### config.mk
export PLATFORM = sky130hd
export DESIGN_NAME = con_feeder
export DESIGN_NICKNAME = d
export VERILOG_FILES = /design/src/rtl/con_feeder.sv
export SDC_FILE = /design/constraint.sdc
export NUM_CORES = 1
export LEC_CHECK = 0
export BUFFER_PORTS_ARGS = -buffer_cell sky130_fd_sc_hd__buf_2
export CAP_MARGIN = 20
export CORE_ASPECT_RATIO = 1.1
export CORE_MARGIN = 4
export CORE_UTILIZATION = 45
export DETAILED_ROUTE_END_ITERATION = 8
export HOLD_SLACK_MARGIN = 0.15
export PLACE_DENSITY = 0.74
export SYNTH_ARGS = -nofsm -noshare
export SYNTH_HDL_FRONTEND = slang
export SYNTH_SLANG_ARGS = --single-unit
### constraint.sdc
create_clock -name clk -period 11.8 [get_ports clk]
set_clock_uncertainty 0.15 [all_clocks]
set_input_delay 2.95 -clock clk [delete_from_list [all_inputs] [get_ports clk]]
set_output_delay 2.95 -clock clk [all_outputs]
set_load 0.01 [all_outputs]
### src/rtl/con_feeder.sv
// con_feeder: fetches kernel and feature-map words from 1-cycle memory and streams them on con_valid/con_ready.
// Latency: start sampled at edge N -> first read in N+1 -> first con_valid in N+3; 1 word/cycle sustained.
// Backpressure: 2-entry registered FIFO; reads issue only while FIFO+inflight has room. Optional stall counter: CON_FEEDER_STALL_CNT_EN.
module con_feeder #(
  parameter int DATA_WIDTH         = 16,
  parameter int LOG2_OF_MEM_HEIGHT = 20,
  parameter int FEATURE_MAP_WIDTH  = 1024,
  parameter int FEATURE_MAP_HEIGHT = 1024,
  parameter int NB_CH_GROUPS       = 11,
  parameter int K_WORDS            = 60,
  parameter int PRELOAD_WORDS      = 16,
  parameter int X_WORDS            = 4,
  parameter int K_BASE             = 0,
  parameter int I_BASE             = 65536
) (
  input  logic                          clk,
  input  logic                          arst_in,
  input  logic                          start,
  output logic                          running,
  output logic                          done,
  output logic                          mem_re,
  output logic [LOG2_OF_MEM_HEIGHT-1:0] mem_addr,
  input  logic [DATA_WIDTH-1:0]         mem_rdata,
  output logic                          con_valid,
  input  logic                          con_ready,
  output logic [DATA_WIDTH-1:0]         con_data,
  output logic [31:0]                   stall_cycles
);

  localparam int AW        = LOG2_OF_MEM_HEIGHT;
  localparam int ROW_WORDS = PRELOAD_WORDS + FEATURE_MAP_WIDTH * X_WORDS;

  localparam logic [AW-1:0] K_LAST   = AW'(K_WORDS - 1);
  localparam logic [AW-1:0] P_LAST   = AW'(PRELOAD_WORDS - 1);
  localparam logic [AW-1:0] R_LAST   = AW'(ROW_WORDS - 1);
  localparam logic [AW-1:0] Y_LAST   = AW'(FEATURE_MAP_HEIGHT - 1);
  localparam logic [AW-1:0] G_LAST   = AW'(NB_CH_GROUPS - 1);
  localparam logic [AW-1:0] K_STRIDE = AW'(K_WORDS);
  localparam logic [AW-1:0] R_STRIDE = AW'(ROW_WORDS);
  localparam logic [AW-1:0] K_BASE_A = AW'(K_BASE);
  localparam logic [AW-1:0] I_BASE_A = AW'(I_BASE);

  typedef enum logic [2:0] {
    IDLE,
    KERNEL,
    PRELOAD,
    STREAM,
    DRAIN
  } state_t;

  state_t state_q, state_d;
  logic [AW-1:0] k_q, k_d;
  logic [AW-1:0] r_q, r_d;
  logic [AW-1:0] y_q, y_d;
  logic [AW-1:0] g_q, g_d;

  logic                  inflight_q;
  logic [1:0]            cnt_q;
  logic [DATA_WIDTH-1:0] head_q;
  logic [DATA_WIDTH-1:0] tail_q;

  logic pop;
  logic push;
  logic issuing;
  logic room;

  // The head register is the output word, so con_data/con_valid come straight from flops.
  assign con_valid = (cnt_q != 2'd0);
  assign con_data  = head_q;
  assign pop       = con_valid && con_ready;
  assign push      = inflight_q;
  assign running   = (state_q != IDLE);

  // Room counts the word in flight and credits this cycle's pop, so a full FIFO
  // being drained still lets a read issue and the stream has no bubbles.
  assign issuing = (state_q == KERNEL) || (state_q == PRELOAD) || (state_q == STREAM);
  assign room    = (({1'b0, cnt_q} + {2'b00, inflight_q}) - {2'b00, pop}) < 3'd2;
  assign mem_re  = issuing && room;

  // State, counters and read-in-flight flag.
  always_ff @(posedge clk or posedge arst_in) begin
    if (arst_in) begin
      state_q    <= IDLE;
      k_q        <= '0;
      r_q        <= '0;
      y_q        <= '0;
      g_q        <= '0;
      inflight_q <= 1'b0;
    end else begin
      state_q    <= state_d;
      k_q        <= k_d;
      r_q        <= r_d;
      y_q        <= y_d;
      g_q        <= g_d;
      inflight_q <= mem_re;
    end
  end

  // Next-state, address generation and done pulse; counters move only on an issued read.
  always_comb begin
    state_d  = state_q;
    k_d      = k_q;
    r_d      = r_q;
    y_d      = y_q;
    g_d      = g_q;
    done     = 1'b0;
    mem_addr = '0;
    case (state_q)
      IDLE: begin
        if (start) begin
          state_d = KERNEL;
          k_d     = '0;
          r_d     = '0;
          y_d     = '0;
          g_d     = '0;
        end
      end
      KERNEL: begin
        mem_addr = K_BASE_A + g_q * K_STRIDE + k_q;
        if (mem_re) begin
          if (k_q == K_LAST) begin
            k_d     = '0;
            state_d = PRELOAD;
          end else begin
            k_d = k_q + 1'b1;
          end
        end
      end
      PRELOAD: begin
        mem_addr = I_BASE_A + y_q * R_STRIDE + r_q;
        if (mem_re) begin
          r_d = r_q + 1'b1;
          if (r_q == P_LAST) state_d = STREAM;
        end
      end
      STREAM: begin
        mem_addr = I_BASE_A + y_q * R_STRIDE + r_q;
        if (mem_re) begin
          if (r_q == R_LAST) begin
            r_d = '0;
            if (y_q != Y_LAST) begin
              y_d     = y_q + 1'b1;
              state_d = PRELOAD;
            end else begin
              // Input addressing restarts at the region base for the next group.
              y_d = '0;
              if (g_q != G_LAST) begin
                g_d     = g_q + 1'b1;
                state_d = KERNEL;
              end else begin
                state_d = DRAIN;
              end
            end
          end else begin
            r_d = r_q + 1'b1;
          end
        end
      end
      DRAIN: begin
        // Last word: nothing in flight and the only FIFO entry leaves this cycle.
        if (!inflight_q && (cnt_q == 2'd1) && pop) begin
          done    = 1'b1;
          state_d = IDLE;
        end
      end
      default: state_d = IDLE;
    endcase
  end

  // Two-entry FIFO as head/tail registers; a pop with two entries shifts tail into head.
  always_ff @(posedge clk or posedge arst_in) begin
    if (arst_in) begin
      cnt_q  <= 2'd0;
      head_q <= '0;
      tail_q <= '0;
    end else begin
      case ({push, pop})
        2'b10: begin
          if (cnt_q == 2'd0) begin
            head_q <= mem_rdata;
            cnt_q  <= 2'd1;
          end else begin
            tail_q <= mem_rdata;
            cnt_q  <= 2'd2;
          end
        end
        2'b01: begin
          if (cnt_q == 2'd2) head_q <= tail_q;
          cnt_q <= cnt_q - 2'd1;
        end
        2'b11: begin
          if (cnt_q == 2'd1) begin
            head_q <= mem_rdata;
          end else begin
            head_q <= tail_q;
            tail_q <= mem_rdata;
          end
        end
        default: ;
      endcase
    end
  end

`ifdef CON_FEEDER_STALL_CNT_EN
  logic [31:0] stall_q;

  // Saturating count of cycles the consumer holds off a valid word.
  always_ff @(posedge clk or posedge arst_in) begin
    if (arst_in) begin
      stall_q <= '0;
    end else if ((state_q == IDLE) && start) begin
      stall_q <= '0;
    end else if (con_valid && !con_ready && (stall_q != 32'hFFFF_FFFF)) begin
      stall_q <= stall_q + 32'd1;
    end
  end

  assign stall_cycles = stall_q;
`else
  assign stall_cycles = 32'd0;
`endif

endmodule

==> run metrics, run 1 <==
R2R cell count 17; Iteration-0 DRC Markers 350; share of layout cells above drive strength 1 0.1157; CP Cell Sequence inv_1 -> fa_1 -> fa_1 -> inv_1 -> ha_1 -> a21o_1 -> a21oi_1 -> nor2b_1 -> o21a_1 -> o311ai_0 -> a31oi_1 -> xor2_1 -> ha_1 -> a21o_1 -> a21o_1 -> a21oi_1 -> o21ai_0 -> xnor3_1 -> o32ai_1 -> buf_2; R2R Path Start cnt_q[1]$_DFFE_PP0P_; WL/cell 15.53 um; drc violations 0; placed cell area 0.01036 mm2; dpl ws roughly 3.4 ns; WL final approximately 22000 um; EDFF count, synth 0; Yosys top cell by area dfrtp_1; die height 163.4 um; Routed met1 length 9435 um; post-route insts no fill 1448; Hold Crit Class register to register; Layout area overhead 10.60%; vias in the first global route 7920; first-pass GRT wire length 37640 um; initial antenna violation count 0; Design Area, Final 0.01093 mm2; largest net degree at the start of global routing approximately 70; Worst setup SP type register; die area between 0.02 and 0.025 mm2; clock sink count between 100 and 150; Clock power frac 0.288; slowest stage delay, CP around 0.51 ns; Critical Path RT about 8.7 ns; Resized cells post-CTS 0; Placed Instances 1416; post-route setup slack approximately 3.0 ns; cell mode on critical path a21o_1; Max Clk Rate 0.1136 GHz; share of the synthesized area in the top cell type 0.2989; detailed placement HPWL 17020 um; root buf cell clkbuf_16; Yosys reg bits 118; Post-CTS Setup Repair Bufs 0; Mapped Area 0.009879 mm2; # IOs 92; sequential element share of the synthesized area 0.2989; width of the die 149.3 um; status completed; WS Path Type register to primary output; combinational fraction of design power 0.386; Flop pwr share 0.326; peak supply drop 0.0001137 V; clk_lat worst skew 0.42 ns; Final Slew Violations 0; Reg2Reg Setup Slack 6.92 ns; CP Capture Type primary output; ys flop type dfrtp_1; clock-pin transition on the worst setup and hold timing paths 0.07 ns; cts hold-fix bufs 0; delay-heaviest family, CP compound AO/OA/AOI/OAI gates; critical path peak fanout 5; Pre-Repair DR Iteration Count 4; cts bufs inserted 17; final hold violations 0; slowest library cell on the worst path fa_1; Power per Cell Area 158.7 mW/mm2; DR top layer met4; post-route minimum period 8.799 ns; Initial Utilization 0.4608; fin nets 1313; total length of routed met2 wires 11520 um; Rel. slew slack 0.1699; Switch Pwr 0.7037 mW; Worst Tran Pin Value between 1 and 1.5 ns; Worst R2R End y_q[19]$_DFFE_PP0P_; GRT overflow 0; Endpoint, Worst Hold tail_q[4]$_DFFE_PP0P_; count of final setup violators 0; RSZ-0062 raised after global routing no; clock buffer depth 2; Final ANT Viol Nets 0; Async S/R FF share, synth 1.000; Placement Rows 56; H-tree levels 4; Net Sw Frac 0.4058; synthesized instance count 1092; hold_sp tail_q[4]$_DFFE_PP0P_; Vias between 7000 and 8000; met3 wire length just over 900 um; library cells used by synthesis between 60 and 70; max cap viols 0; gr usage total 0.1875; leakage 5.403 nW; WP depth 20; Hold Path Stages 1; vias per std cell 5.401; Final TNS setup 0 ns; Ys Warns 0; core area 0.02144 mm2; crit share post-route 0.7457; routability cong. 0.8337; Worst Path Buf+Inv 3; Syn Area/Cell roughly 9.0 um2; synth top area cells dfrtp_1, ha_1, fa_1; CTS tree built; port bufs a little under 60; Pint about 1.0 mW; n_diodes 0; CP arrival 5.70 ns
synth_stat cells (16+ instances only):
cell and count:
a21oi_1 72, a22oi_1 16, and3_1 20, buf_4 32
clkbuf_1 27, dfrtp_1 118, fa_1 33, ha_1 115
inv_1 77, mux2_2 17, nand2_1 65, nand3_1 36
nor2_1 103, nor3_1 19, o21ai_0 67, or3_1 17
xnor2_1 43, xor2_1 48
placed cells by master (no fill, tap or decap), types with 14 or more instances in the layout:
master | Yosys | final
a21o_1 | 14 | 14
a21oi_1 | 72 | 72
a22oi_1 | 16 | 16
and3_1 | 20 | 20
buf_2 | 2 | 59
clkbuf_16 | 0 | 17
conb_1 | 1 | 32
dfrtp_1 | 118 | 118
fa_1 | 33 | 33
ha_1 | 115 | 115
inv_1 | 77 | 76
mux2_2 | 17 | 17
nand2_1 | 65 | 65
nand3_1 | 36 | 36
nor2_1 | 103 | 103
nor3_1 | 19 | 19
o21ai_0 | 67 | 67
or3_1 | 17 | 17
xnor2_1 | 43 | 43
xor2_1 | 48 | 48
cell families (layout without fill, tap and decap cells):
group | after synthesis | after routing | synth area share
XOR/XNOR | 92 | 92 | 0.08295
multiplexers | 18 | 18 | 0.02052
AND/OR/NAND/NOR | 338 | 338 | 0.1712
AO/OA/AOI/OAI | 237 | 237 | 0.1479
other | 1 | 32 | 0.0003796
buffers and inverters | 140 | 175 | 0.06560
adder cells (fa/ha/maj) | 148 | 148 | 0.2125
flip-flops | 118 | 118 | 0.2989
worst register-to-register path: cells and delay by family, from the launching register on:
kind	cells	cell delay, ns
XOR/XNOR	2	0.50
adder cells (fa/ha/maj)	3	0.83
buffers and inverters	4	0.61
AO/OA/AOI/OAI	2	0.30
flip-flops	1	0.43
AND/OR/NAND/NOR	6	1.92
worst max-delay path by stage:
stage / startpoint / end
2_1_floorplan: g_q[0]$_DFFE_PP0P_ / mem_addr[19]
3_3_place_gp: g_q[3]$_DFFE_PP0P_ / mem_addr[19]
3_5_place_dp: g_q[3]$_DFFE_PP0P_ / mem_addr[19]
4_1_cts: g_q[3]$_DFFE_PP0P_ / mem_addr[19]
5_1_grt: g_q[3]$_DFFE_PP0P_ / mem_addr[19]
6_report: g_q[3]$_DFFE_PP0P_ / mem_addr[19]
per-stage QoR:
stage,hold WS [ns],util,power [mW]
floorplan,0.3229,-,1.050
global placement,0.3370,0.4830,1.220
detailed placement,0.3436,0.4834,1.243
CTS,0.3582,0.5096,1.749
global route,0.3726,0.5096,1.861
finish,0.3565,0.5096,1.734
layout make-up:
cell class | instances | area [um2]
fillers | 1989 | 10510
multi-input cells | 865 | 6412
flip-flops and latches | 118 | 2953
clock buffers | 17 | 425.4
well taps | 290 | 362.8
repair buffers | 65 | 340.3
inverters | 78 | 295.3
clock inverters | 15 | 137.6
power groups by stage:
stage | Sequential (mW) | Combinational, mW | Clock (mW)
floorplan | 0.563 | 0.488 | 0
global placement | 0.568 | 0.653 | 0
detailed placement | 0.571 | 0.672 | 0
CTS | 0.566 | 0.676 | 0.507
global route | 0.580 | 0.756 | 0.525
finish | 0.565 | 0.670 | 0.499
routing by layer:
| layer | up-vias | GRT usage |
|---|---|---|
| li1 | 3868 | - |
| met3 | 37 | 0.03996 |
| met1 | 3745 | 0.2279 |
| met4 | 0 | 0.06991 |
| met2 | 170 | 0.3266 |
| met5 | - | 0 |
sequential cells by signal (all words and copies together) (netlist names):
signal,count
k_q,20
cnt_q,2
con_data,16
tail_q,16
inflight_q,1
r_q,20
state_q,3
g_q,20
y_q,20
(Power assumes the default switching activity.)
==> inputs of run 2 (changes only) <==
--- a/config.mk
+++ b/config.mk
@@ -12,7 +12,7 @@
 export CORE_UTILIZATION = 45
 export DETAILED_ROUTE_END_ITERATION = 8
 export HOLD_SLACK_MARGIN = 0.15
-export PLACE_DENSITY = 0.74
+export PLACE_DENSITY = 0.77
 export SYNTH_ARGS = -nofsm -noshare
 export SYNTH_HDL_FRONTEND = slang
 export SYNTH_SLANG_ARGS = --single-unit
==> constraint.sdc (replaced) <==
create_clock -name clk -period 8.01 [get_ports clk]
set_clock_uncertainty 0.15 [all_clocks]
set_input_delay 2.0025 -clock clk [delete_from_list [all_inputs] [get_ports clk]]
set_output_delay 2.0025 -clock clk [all_outputs]
set_load 0.01 [all_outputs]
==> run metrics, run 2 (synthesized netlist as in run 1, its figures left out) <==
Pre-Repair DR Iteration Count 5; root buf cell clkbuf_16; area of the multi-input gates 0.006412 mm2; drc violations 0; peak supply drop around 0.00016 V; RSZ-0062 raised after global routing no; core area between 0.02 and 0.025 mm2; post-route minimum period approximately 7.7 ns; Max Clk Rate 0.1303 GHz; routability cong. 0.9226; detailed placement HPWL 17000 um; Final ANT Viol Nets 0; Resized cells post-CTS 0; clock-pin transition on the worst setup and hold timing paths 0.06 ns; gr usage total 0.1857; Rel. slew slack 0.1855; Hold Crit Class register to register; max cap viols 0; GRT overflow 0; count of final setup violators 0; CP Capture Type primary output; Worst Tran Pin Value approximately 1.2 ns; Final TNS setup 0 ns; n_diodes 0; die area 0.02439 mm2; critical path peak fanout 5; WL/cell 15.47 um; cts hold-fix bufs 0; Layout fillers just under 2000; vias in the first global route 7714; sequential cell area 0.002953 mm2; Worst setup SP type register; Power per Cell Area 237.8 mW/mm2; WL final 22400 um; Hold Path Stages 1; crit share post-route 0.9580; CP Launch Point g_q[2]$_DFFE_PP0P_; hold_sp tail_q[14]$_DFFE_PP0P_; clock buffer depth 2; leakage 5.422 nW; R2R cell count 17; WS Path Type register to primary output; # IOs 92; Initial Utilization 0.4608; R2R Path Start cnt_q[1]$_DFFE_PP0P_; vias per std cell 5.413; clk_lat worst skew 0.43 ns; CTS tree built; status completed; largest net degree at the start of global routing 67; first-pass GRT wire length 37350 um; share of layout cells above drive strength 1 0.1166; most frequent cells in the layout dfrtp_1, ha_1, nor2_1, inv_1, a21oi_1; Final Slew Violations 0; H-tree levels 4; Critical Path RT 5.86 ns; Layout area overhead 10.90%; initial antenna violation count 0; die height approximately 160 um; fin nets 1313; leading cell type in the layout, fill and taps excluded dfrtp_1; Placement Rows 56; CP arrival approximately 5.5 ns; clock sink count 118; Post-CTS Setup Repair Bufs 0; final hold violations 0; Iteration-0 DRC Markers 484; width of the die 149.3 um; port bufs 59; cts bufs inserted 17; worst hold margin 0.3613 ns; Vias ~8000
## run 2: changes by cell type in the layout (fill, tap and decap cells not counted)
cell        delta
o311ai_1       +1
bufinv_16      +2
o311ai_0       -1
inv_2          +1
inv_6          -2
inv_1          -1
clkinv_8       -1
clkinv_2       +1
clkinvlp_4     +1
clkinv_4       -1
## run 2: path summary, 6_finish.rpt
| check | end | slack, ns |
|---|---|---|
| worst min-delay path | tail_q[14]$_DFFE_PP0P_ | 0.36 |
| worst max register to register | y_q[19]$_DFFE_PP0P_ | 3.28 |
| worst max-delay path | mem_addr[19] | 0.34 |
| max in group asynchronous | r_q[10]$_DFFE_PP0P_ | 4.88 |
| min in group asynchronous | tail_q[3]$_DFFE_PP0P_ | 1.53 |
| worst min register to register | tail_q[14]$_DFFE_PP0P_ | 0.36 |
## run 2: per-stage QoR
stage / worst slack, ns / utilization / cell area (um2) / power [mW] / instances
floorplan: 1.156 / - / 9996 / 1.547 / 1123
global placement: 0.6221 / 0.4830 / 10360 / 1.797 / 1415
CTS: 0.09706 / 0.5110 / 10960 / 2.620 / 1448
global route: 0.03772 / 0.5110 / 10960 / 2.784 / 1448
detailed placement: 0.5682 / 0.4834 / 10360 / 1.829 / 1416
finish: 0.3362 / 0.5110 / 10960 / 2.606 / 1448
## run 2: per-layer routing
layer	routed length [um]	vias up	track usage
met4	456	0	0.05701
met3	898	38	0.02775
met2	11250	183	0.3246
met5	0	-	0
met1	9794	3752	0.2375
li1	-	3865	-
## run 2: area by class of cell
class                   count  share of cell area
clock buffers              17             0.03883
clock inverters            15             0.01530
inverters                  78             0.02695
multi-input cells         865              0.5852
flip-flops and latches    118              0.2695
well taps                 290             0.03312
repair buffers             65             0.03106
## run 2: critical path: stages (launching register included)
cell	delay, ns
dfrtp_1	0.45
inv_1	0.21
fa_1	0.47
fa_1	0.51
inv_1	0.04
ha_1	0.33
a21o_1	0.19
a21oi_1	0.22
nor2b_1	0.09
o21a_1	0.20
o311ai_1	0.32
a31oi_1	0.21
xor2_1	0.19
ha_1	0.36
a21o_1	0.19
a21o_1	0.16
a21oi_1	0.13
o21ai_0	0.12
xnor3_1	0.37
o32ai_1	0.13
buf_2	0.18
## run 2: power by group
| part | switching (mW) | internal [mW] | leakage [nW] |
|---|---|---|---|
| Combinational | 0.605 | 0.386 | 3.60 |
| Sequential | 0.110 | 0.725 | 1.55 |
| Clock | 0.315 | 0.465 | 0.279 |
